`src/rtl/shift_ctrl_pkg.sv`:
```
// Shared encodings for the shift-register sequencer.
//   op_e    : command op codes seen on cmd_op
//   sel_e   : datapath MUX select codes driven on mux_sel
//   state_e : sequencer FSM states
//   op_to_sel() maps a command op onto the MUX leg that performs it.
package shift_ctrl_pkg;

    typedef enum logic [1:0] {
        OP_LOAD = 2'b00,
        OP_SHL  = 2'b01,
        OP_SHR  = 2'b10,
        OP_ROTR = 2'b11
    } op_e;

    typedef enum logic [1:0] {
        SEL_HOLD  = 2'b00,
        SEL_LOAD  = 2'b01,
        SEL_LEFT  = 2'b10,
        SEL_RIGHT = 2'b11
    } sel_e;

    typedef enum logic [1:0] {
        S_IDLE   = 2'b00,
        S_SETTLE = 2'b01,
        S_STROBE = 2'b10,
        S_DONE   = 2'b11
    } state_e;

    // Rotate-right uses the right-shift leg; rot_en feeds Q[0] back in.
    function automatic logic [1:0] op_to_sel(input logic [1:0] op);
        logic [1:0] sel;
        case (op)
            OP_LOAD: sel = SEL_LOAD;
            OP_SHL:  sel = SEL_LEFT;
            default: sel = SEL_RIGHT;
        endcase
        return sel;
    endfunction

endpackage

```
`src/rtl/shift_reg_ctrl_settle_timer.sv`:
```
// settle_timer: loadable down-counter that times the MUX settle interval.
//   clk, reset : rising-edge clock, synchronous active-high reset
//   start      : load the counter; the settle interval begins next cycle
//   expired    : high in the last cycle of the interval
// The interval is SETTLE cycles long starting the cycle after start.
// With SETTLE=0 there is no interval and expired simply follows start.
module settle_timer #(
    parameter int SETTLE = 1
) (
    input  logic clk,
    input  logic reset,
    input  logic start,
    output logic expired
);

    localparam int TW = (SETTLE > 1) ? $clog2(SETTLE) : 1;
    localparam logic [TW-1:0] RELOAD = TW'((SETTLE > 0) ? SETTLE - 1 : 0);

    logic [TW-1:0] cnt;

    always_ff @(posedge clk) begin
        if (reset)
            cnt <= '0;
        else if (start)
            cnt <= RELOAD;
        else if (cnt != '0)
            cnt <= cnt - TW'(1);
    end

    assign expired = (SETTLE == 0) ? start : (cnt == '0);

endmodule

```
`src/rtl/shift_reg_ctrl.sv`:
```
// shift_reg_ctrl: sequencer for the 4-bit MUX-based shift register.
//   clk, reset          : rising-edge clock, synchronous active-high reset
//   cmd_valid/cmd_ready : command handshake, ready only while idle
//   cmd_op, cmd_cnt     : op (LOAD/SHL/SHR/ROTR) and step count
//   mux_sel, mux_enb    : datapath MUX select, active-low MUX enable
//   rot_en              : routes Q[0] to serial-in (ROTR)
//   reg_ce              : one-cycle capture strobe per step
//   busy, done          : command in progress / completion pulse
//   steps_left          : strobes remaining in current command
// All outputs are registered; they are loaded from the next-state value so
// they line up with the state they describe.
module shift_reg_ctrl
    import shift_ctrl_pkg::*;
#(
    parameter int SETTLE = 1,
    parameter int CNT_W  = 3
) (
    input  logic             clk,
    input  logic             reset,
    input  logic             cmd_valid,
    output logic             cmd_ready,
    input  logic [1:0]       cmd_op,
    input  logic [CNT_W-1:0] cmd_cnt,
    output logic [1:0]       mux_sel,
    output logic             mux_enb,
    output logic             rot_en,
    output logic             reg_ce,
    output logic             busy,
    output logic             done,
    output logic [CNT_W-1:0] steps_left
);

    // After acceptance or a non-final strobe the FSM waits out the settle
    // interval, or goes straight to the strobe when there is none.
    localparam state_e S_GAP = (SETTLE > 0) ? S_SETTLE : S_STROBE;

    state_e           state, state_n;
    logic             accept;
    logic [CNT_W-1:0] eff_cnt;
    logic [CNT_W-1:0] steps_dec;
    logic             tmr_start;
    logic             tmr_expired;

    settle_timer #(.SETTLE(SETTLE)) u_timer (
        .clk     (clk),
        .reset   (reset),
        .start   (tmr_start),
        .expired (tmr_expired)
    );

    always_comb begin
        state_n   = state;
        accept    = cmd_valid && cmd_ready;
        eff_cnt   = (cmd_op == OP_LOAD) ? CNT_W'(1) : cmd_cnt;
        steps_dec = steps_left - CNT_W'(1);
        case (state)
            S_IDLE:   if (accept) state_n = (eff_cnt == '0) ? S_DONE : S_GAP;
            S_SETTLE: if (tmr_expired) state_n = S_STROBE;
            S_STROBE: state_n = (steps_dec != '0) ? S_GAP : S_DONE;
            S_DONE:   state_n = S_IDLE;
            default:  state_n = S_IDLE;
        endcase
        tmr_start = (state_n == S_SETTLE) && (state != S_SETTLE);
    end

    always_ff @(posedge clk) begin
        if (reset) begin
            state      <= S_IDLE;
            cmd_ready  <= 1'b1;
            busy       <= 1'b0;
            done       <= 1'b0;
            reg_ce     <= 1'b0;
            mux_sel    <= SEL_HOLD;
            mux_enb    <= 1'b1;
            rot_en     <= 1'b0;
            steps_left <= '0;
        end else begin
            state     <= state_n;
            cmd_ready <= (state_n == S_IDLE);
            busy      <= (state_n != S_IDLE);
            done      <= (state_n == S_DONE);
            reg_ce    <= (state_n == S_STROBE);

            // A zero-count command never touches the MUX controls.
            if (accept && eff_cnt != '0) begin
                mux_sel    <= op_to_sel(cmd_op);
                mux_enb    <= 1'b0;
                rot_en     <= (cmd_op == OP_ROTR);
                steps_left <= eff_cnt;
            end

            if (state == S_STROBE)
                steps_left <= steps_dec;

            // Release the MUX as DONE begins, one cycle after the last strobe.
            if (state_n == S_DONE) begin
                mux_sel <= SEL_HOLD;
                mux_enb <= 1'b1;
                rot_en  <= 1'b0;
            end
        end
    end

endmodule
```
`config.mk`:
```
export PLATFORM = sky130hd
export DESIGN_NAME = shift_reg_ctrl
export DESIGN_NICKNAME = d
export VERILOG_FILES = /design/src/rtl/shift_ctrl_pkg.sv /design/src/rtl/shift_reg_ctrl_settle_timer.sv /design/src/rtl/shift_reg_ctrl.sv
export SDC_FILE = /design/constraint.sdc
export NUM_CORES = 1
export LEC_CHECK = 0
export CORE_MARGIN = 2
export CORE_UTILIZATION = 44
export CTS_CLUSTER_DIAMETER = 60
export DETAILED_ROUTE_END_ITERATION = 6
export GPL_ROUTABILITY_DRIVEN = 1
export GPL_TIMING_DRIVEN = 1
export PLACE_DENSITY = 0.75
export SYNTH_ARGS = -nofsm -noshare
export SYNTH_HDL_FRONTEND = slang
export SYNTH_HIERARCHICAL = 1
export SYNTH_SLANG_ARGS = --single-unit
export TNS_END_PERCENT = 1
```
`constraint.sdc`:
```
create_clock -name clk -period 3.9 [get_ports clk]
set_input_delay 0.39 -clock clk [delete_from_list [all_inputs] [get_ports clk]]
set_output_delay 0.39 -clock clk [all_outputs]
set_load 0.02 [all_outputs]
```
; Word level (Yosys, flattened, before mapping)
; Cells that the tools add are included.
[totals]
inputBits = 8
word_cells = 44
ff_bits = 14
output_inout_bits = 11
[op_classes]
addsub = 2
n_bitwise = 1
reduce_logical = 13
mux = 9
eq_ne = 9
[ops]
columns = cell, count
row1 = 2-bit == test (second input constant), 5
row2 = 3-bit two-way mux, 3
row3 = 2-bit two-way mux, 4
row4 = 2-bit one-hot mux with 4 select lines, 1
row5 = 2-bit by 1-bit == test with 1-bit output (second input constant), 3
row6 = 2-bit zero test, 3
row7 = 3-bit nonzero test, 2
row8 = 2-bit one-hot mux with 2 select lines, 1
row9 = 2-bit nonzero test, 2
row10 = 1-bit logical AND, 3
row11 = 3-bit zero test, 1
row12 = 3-bit OR reduction, 1
row13 = 3-bit by 1-bit subtractor with 3-bit output (second input constant), 1
row14 = 2-bit by 1-bit inequality test with 1-bit output (second input constant), 1
row15 = 2-bit OR reduction, 1
row16 = 1-bit inverter, 1
row17 = 1-bit subtractor (second input constant), 1

; Longest topological paths before layout
[depth]
depth_word = 9
depth_mapped = 7

; By module
; Netlist, hierarchy kept.
[by_module_without_submodules]
columns = module, cells_each, n_inst, area_each_um2, seq_area_each_um2
row1 = shift_reg_ctrl, 68, 1, 634.4, 260.2
row2 = settle_timer, 3, 1, 27.5, 20.0

; Least setup slack after synthesis
; No wires, ideal clock.
[synth_timing]
path_kind = reg-to-reg
from = register steps_left[0]
to = register cmd_ready
t_arrival_ps = 1435
path_stages_with_launch = 8
slack_ps = 2351
t_required_ps = 3786
n_path_buf = 1
setup_time_ps = 114
path_cell_list = dfxtp_1 inv_1 ha_1 xnor2_1 nand3_2 and3_1 buf_6 a21o_1
[synth_between]
elab_chain_cells = 5
[synth_rtl]
columns = element, line
row1 = start: declaration, shift_reg_ctrl.sv:30  ; output logic [CNT_W-1:0] steps_left
row2 = start signal: assignment, shift_reg_ctrl.sv:89  ; steps_left <= eff_cnt;
row3 = start signal: assignment, shift_reg_ctrl.sv:93  ; steps_left <= steps_dec;
row4 = 3-bit by 1-bit subtractor with 3-bit output, shift_reg_ctrl.sv:55  ; steps_dec = steps_left - CNT_W'(1);
row5 = 3-bit nonzero test, shift_reg_ctrl.sv:59  ; S_STROBE: state_n = (steps_dec != '0) ? S_GAP : S_DONE;
row6 = 2-bit two-way mux, shift_reg_ctrl.sv:59
row7 = 2-bit one-hot mux with 4 select lines, shift_reg_ctrl.sv:56  ; case (state)
row8 = 2-bit zero test, shift_reg_ctrl.sv:79  ; cmd_ready <= (state_n == S_IDLE);
row9 = end signal: assignment, shift_reg_ctrl.sv:79
row10 = end: declaration, shift_reg_ctrl.sv:21  ; output logic cmd_ready,
; No other way between the ends.
; A chain may end at the register's enable or synchronous reset.

; Worst setup path in the final report
[layout_timing]
from = register state[1]
to = register mux_sel[0]
[layout_between]
elab_chain_cells = 4
word_cells_on_any_way = 9
classes_between = eq/ne: 4 / mux: 3 / reduce/logical: 2
[layout_rtl]
columns = element, line
row1 = start: declaration, shift_reg_ctrl.sv:37  ; state_e state, state_n;
row2 = start signal: assignment, shift_reg_ctrl.sv:78  ; state <= state_n;
row3 = "2-bit == test, or another cell as far along", shift_reg_ctrl.sv:56
row4 = 2-bit one-hot mux with 4 select lines (*), shift_reg_ctrl.sv:56
row5 = 2-bit == test (*), shift_reg_ctrl.sv:96  ; if (state_n == S_DONE) begin
row6 = 2-bit OR reduction (no line) (*), -
row7 = end signal: assignment, shift_reg_ctrl.sv:86  ; mux_sel <= op_to_sel(cmd_op);
row8 = end: declaration, shift_reg_ctrl.sv:24  ; output logic [1:0] mux_sel,
; Mark *: on every way between the ends. The rest lies on a longest branch, timed or not.

==> report_table.html <==
<table>
<tr><th>Metric</th><th>Value</th></tr>
<tr><th colspan="2">Global routing</th></tr>
<tr><td>Global routing usage on met2</td><td>around a quarter</td></tr>
<tr><td>Met1 usage</td><td>18.7%</td></tr>
<tr><td>Most Crowded Layer GR</td><td>met2</td></tr>
<tr><td>Overall Global Routing Usage</td><td>15.2%</td></tr>
<tr><td>Pin count of the biggest net entering global routing</td><td>11</td></tr>
<tr><td>Met3 capacity usage during global routing</td><td>approximately 6.5%</td></tr>
<tr><td>Number of antenna violations at the first check in global routing</td><td>0</td></tr>
<tr><td>Number of global-route vias before repair</td><td>~480</td></tr>
<tr><td>Gr ovfl total</td><td>0</td></tr>
<tr><td>First-pass GRT wire length</td><td>about 2100 µm</td></tr>
<tr><th colspan="2">Routing</th></tr>
<tr><td>WL/cell</td><td>approximately 12 µm</td></tr>
<tr><td>Number of DRC markers after the initial detailed-route iteration</td><td>24</td></tr>
<tr><td>Routed WL</td><td>approximately 1300 µm</td></tr>
<tr><td>Residual antenna-violating net count after detailed routing</td><td>0</td></tr>
<tr><td>Vias per Instance</td><td>approximately 5.4</td></tr>
<tr><td>Overall via count from detail_route</td><td>around 560</td></tr>
<tr><td>Number of iterations in the first detailed-routing pass</td><td>4</td></tr>
<tr><td>DRC violations left</td><td>0</td></tr>
<tr><th colspan="2">Clock network</th></tr>
<tr><td>Post-cts gate resize count</td><td>0</td></tr>
<tr><td>Post-CTS Hold Fix Bufs</td><td>0</td></tr>
<tr><td>TritonCTS clock tree</td><td>yes</td></tr>
<tr><td>Clk buf depth</td><td>2</td></tr>
<tr><td>Cell chosen for the clock root</td><td>clkbuf_4</td></tr>
<tr><td>Inserted Clock Buffers</td><td>3</td></tr>
<tr><td>Total clock sinks</td><td>14</td></tr>
<tr><td>Clock latency on the worst-skew pair</td><td>270 ps</td></tr>
<tr><td>CTS clk-pin slew, worst paths</td><td>~80 ps</td></tr>
<tr><td>Setup Buffers After CTS</td><td>0</td></tr>
<tr><td># H-tree levels</td><td>1</td></tr>
<tr><th colspan="2">Yosys</th></tr>
<tr><td>Count of synthesis-stage warnings from yosys</td><td>6</td></tr>
<tr><td>Mean post-synth cell area</td><td>9.43 µm²</td></tr>
<tr><td>Area of the mapped netlist</td><td>651 µm²</td></tr>
<tr><td>Synth Instances</td><td>between 60 and 70</td></tr>
<tr><td>Post-synthesis net count</td><td>slightly below 80</td></tr>
<tr><th colspan="2">Critical path</th></tr>
<tr><td>Critical path buffer and inverter count</td><td>0</td></tr>
<tr><td>Type of element capturing the critical path</td><td>flip-flop</td></tr>
<tr><td>Type of origin of the critical path</td><td>flip-flop</td></tr>
<tr><td>Critical Setup Path Class</td><td>flip-flop to flip-flop</td></tr>
<tr><td>Delay contributed by the slowest stage of the critical path</td><td>between 400 and 500 ps</td></tr>
<tr><td>CP delay by family, top</td><td>simple AND/OR/NAND/NOR gates</td></tr>
<tr><td>Data required time of the critical path</td><td>4050 ps</td></tr>
<tr><td>Arrival time at the worst endpoint</td><td>approximately 1900 ps</td></tr>
<tr><td>Standard cell with the maximum stage delay on the critical path</td><td>nor2b_1</td></tr>
<tr><td>Largest fanout of any net on the critical path</td><td>8</td></tr>
<tr><td>Series of cell instances along the critical path</td><td>nor2b_1 -&gt; nand3_2 -&gt; a32oi_1 -&gt; a311oi_1</td></tr>
<tr><th colspan="2">STA</th></tr>
<tr><td>Post-layout minimum cycle time</td><td>around 1700 ps</td></tr>
<tr><td>Share of the clock period used by the worst path</td><td>a little over two fifths</td></tr>
<tr><td>Max-Slew Margin vs Limit</td><td>~64%</td></tr>
<tr><td>FMAX</td><td>588 MHz</td></tr>
<tr><td>Max-slew violations</td><td>0</td></tr>
<tr><td>Measured slew at the worst slew-check pin</td><td>536 ps</td></tr>
<tr><td>Post-route worst hold slack</td><td>461 ps</td></tr>
<tr><td>Aggregate negative setup slack</td><td>0 ps</td></tr>
<tr><td>Setup Skew</td><td>1.77 ps</td></tr>
<tr><td>Fin. Hold Viols</td><td>0</td></tr>
<tr><td>Final-report setup violation count</td><td>0</td></tr>
<tr><td>Setup repair after global routing missed its margin</td><td>false</td></tr>
<tr><th colspan="2">Flow run</th></tr>
<tr><td>Maximum Capacitance Violations</td><td>0</td></tr>
<tr><th colspan="2">Pwr</th></tr>
<tr><td>Worst vdd rail ir drop</td><td>0.259 mV</td></tr>
<tr><td>Static Leak</td><td>about 0.34 nW</td></tr>
<tr><td>Total power divided by cell area</td><td>roughly 440 nW/µm²</td></tr>
<tr><th colspan="2">Finish</th></tr>
<tr><td>Fraction of final layout cells sized beyond drive strength 1</td><td>about an eighth</td></tr>
<tr><td>Area growth from synthesis to layout</td><td>32.1%</td></tr>
<tr><td>Fill cell count</td><td>between 100 and 150</td></tr>
<tr><td>Non-Filler Cell Area, Final</td><td>between 800 and 900 µm²</td></tr>
<tr><td>Fin util</td><td>64.4%</td></tr>
<tr><td>Number of nets in the final layout</td><td>99</td></tr>
<tr><td>Number of inserted diodes</td><td>0</td></tr>
<tr><td>Non-filler instance count after layout</td><td>approximately 100</td></tr>
<tr><th colspan="2">Placement</th></tr>
<tr><td>Sum of net half-perimeters after detailed placement</td><td>approximately 960 µm</td></tr>
<tr><td>Number of port buffers</td><td>18</td></tr>
<tr><td>Placed instance area</td><td>around 820 µm²</td></tr>
<tr><td>Routability congestion estimate from global placement</td><td>0.761</td></tr>
<tr><td>Placed cells</td><td>between 90 and 100</td></tr>
<tr><th colspan="2">Die</th></tr>
<tr><td>Row count</td><td>13</td></tr>
<tr><td>Die height</td><td>~42 µm</td></tr>
<tr><td>Ports placed on the boundary</td><td>19</td></tr>
<tr><td>Floorplan die area</td><td>~1800 µm²</td></tr>
<tr><td>Initial standard-cell utilization of the core</td><td>48.8%</td></tr>
<tr><td>Placeable core area</td><td>1330 µm²</td></tr>
<tr><td>Horizontal extent of the die</td><td>about 42 µm</td></tr>
<tr><th colspan="2">Hold path</th></tr>
<tr><td>Worst hold path class</td><td>flip-flop to flip-flop</td></tr>
<tr><th colspan="2">Outcome</th></tr>
<tr><td>Result of the run</td><td>completed</td></tr>
</table>
[tightest hold or removal path: stages (launching register included)]
cell     delay [ps]
dfxtp_1         320
nand2_1          50
a21oi_1          50
[metrics by stage]
step / setup slack (ps) / total power [mW]
3_3_place_gp: 1970 / 0.283
2_1_floorplan: 2350 / 0.243
4_1_cts: 2190 / 0.386
3_5_place_dp: 1960 / 0.285
5_1_grt: 2030 / 0.406
6_report: 2200 / 0.382
[power by group]
part           leakage [nW]  total (mW)  internal, mW  switching, mW
registers             0.116       0.171         0.159         0.0120
clock network        0.0210       0.101        0.0568         0.0444
logic                 0.200       0.110        0.0542         0.0554
[cell type report]
cell class                 count  area (µm²)  share of cell area [%]
sequential                    14         280                    32.6
multi-input combinational     47         325                    37.8
tap                           15        18.8                    2.18
timing repair buffer          18         180                    21.0
inverter                       5        18.8                    2.18
clock buffer                   4        36.3                    4.22
[placed cells by master, fill, tap and decap left out]
| cell | n |
|---|---|
| clkdlybuf4s50_1 | 18 |
| dfxtp_1 | 14 |
| nor2_1 | 9 |
| inv_1 | 5 |
| a21oi_1 | 4 |
| nand2_1 | 3 |
| a21o_1 | 3 |
| a211oi_1 | 3 |
| clkbuf_4 | 3 |
| and2_1 | 2 |
| ha_1 | 2 |
| o21ba_2 | 1 |
| nand4_1 | 1 |
| nor2b_1 | 1 |
| xnor2_1 | 1 |
| nand3_2 | 1 |
| nand3b_1 | 1 |
| and3_1 | 1 |
| a221oi_1 | 1 |
| a21o_2 | 1 |
| nor3_1 | 1 |
| o21ai_0 | 1 |
| o31ai_4 | 1 |
| a32oi_1 | 1 |
| nand3_1 | 1 |
| nor3b_2 | 1 |
| nor3_2 | 1 |
| and2b_2 | 1 |
| a2bb2oi_1 | 1 |
| o211ai_1 | 1 |
| a311oi_1 | 1 |
| clkbuf_8 | 1 |
| conb_1 | 1 |
[metal layers]
layer / share of wire (%) / routed length [µm]
met1: 46 / 579
met2: 47 / 594
met3: 5.7 / 72
met4: 0.80 / 10
met5: 0 / 0
[final timing paths]
kind	startpoint	endpoint	slack [ps]	cells after the start
max	state[1]	mux_sel[0]	2200	4
min	rot_en	rot_en	460	2
max reg2reg	state[1]	mux_sel[0]	2200	4
min reg2reg	rot_en	rot_en	460	2
[registers in the layout, indices dropped and copies added (netlist names)]
| name | cells |
|---|---|
| steps_left | 3 |
| u_timer/cnt | 1 |
| mux_enb | 1 |
| busy | 1 |
| cmd_ready | 1 |
| state | 2 |
| reg_ce | 1 |
| done | 1 |
| rot_en | 1 |
| mux_sel | 2 |
Power figures use the tool's default switching activity.
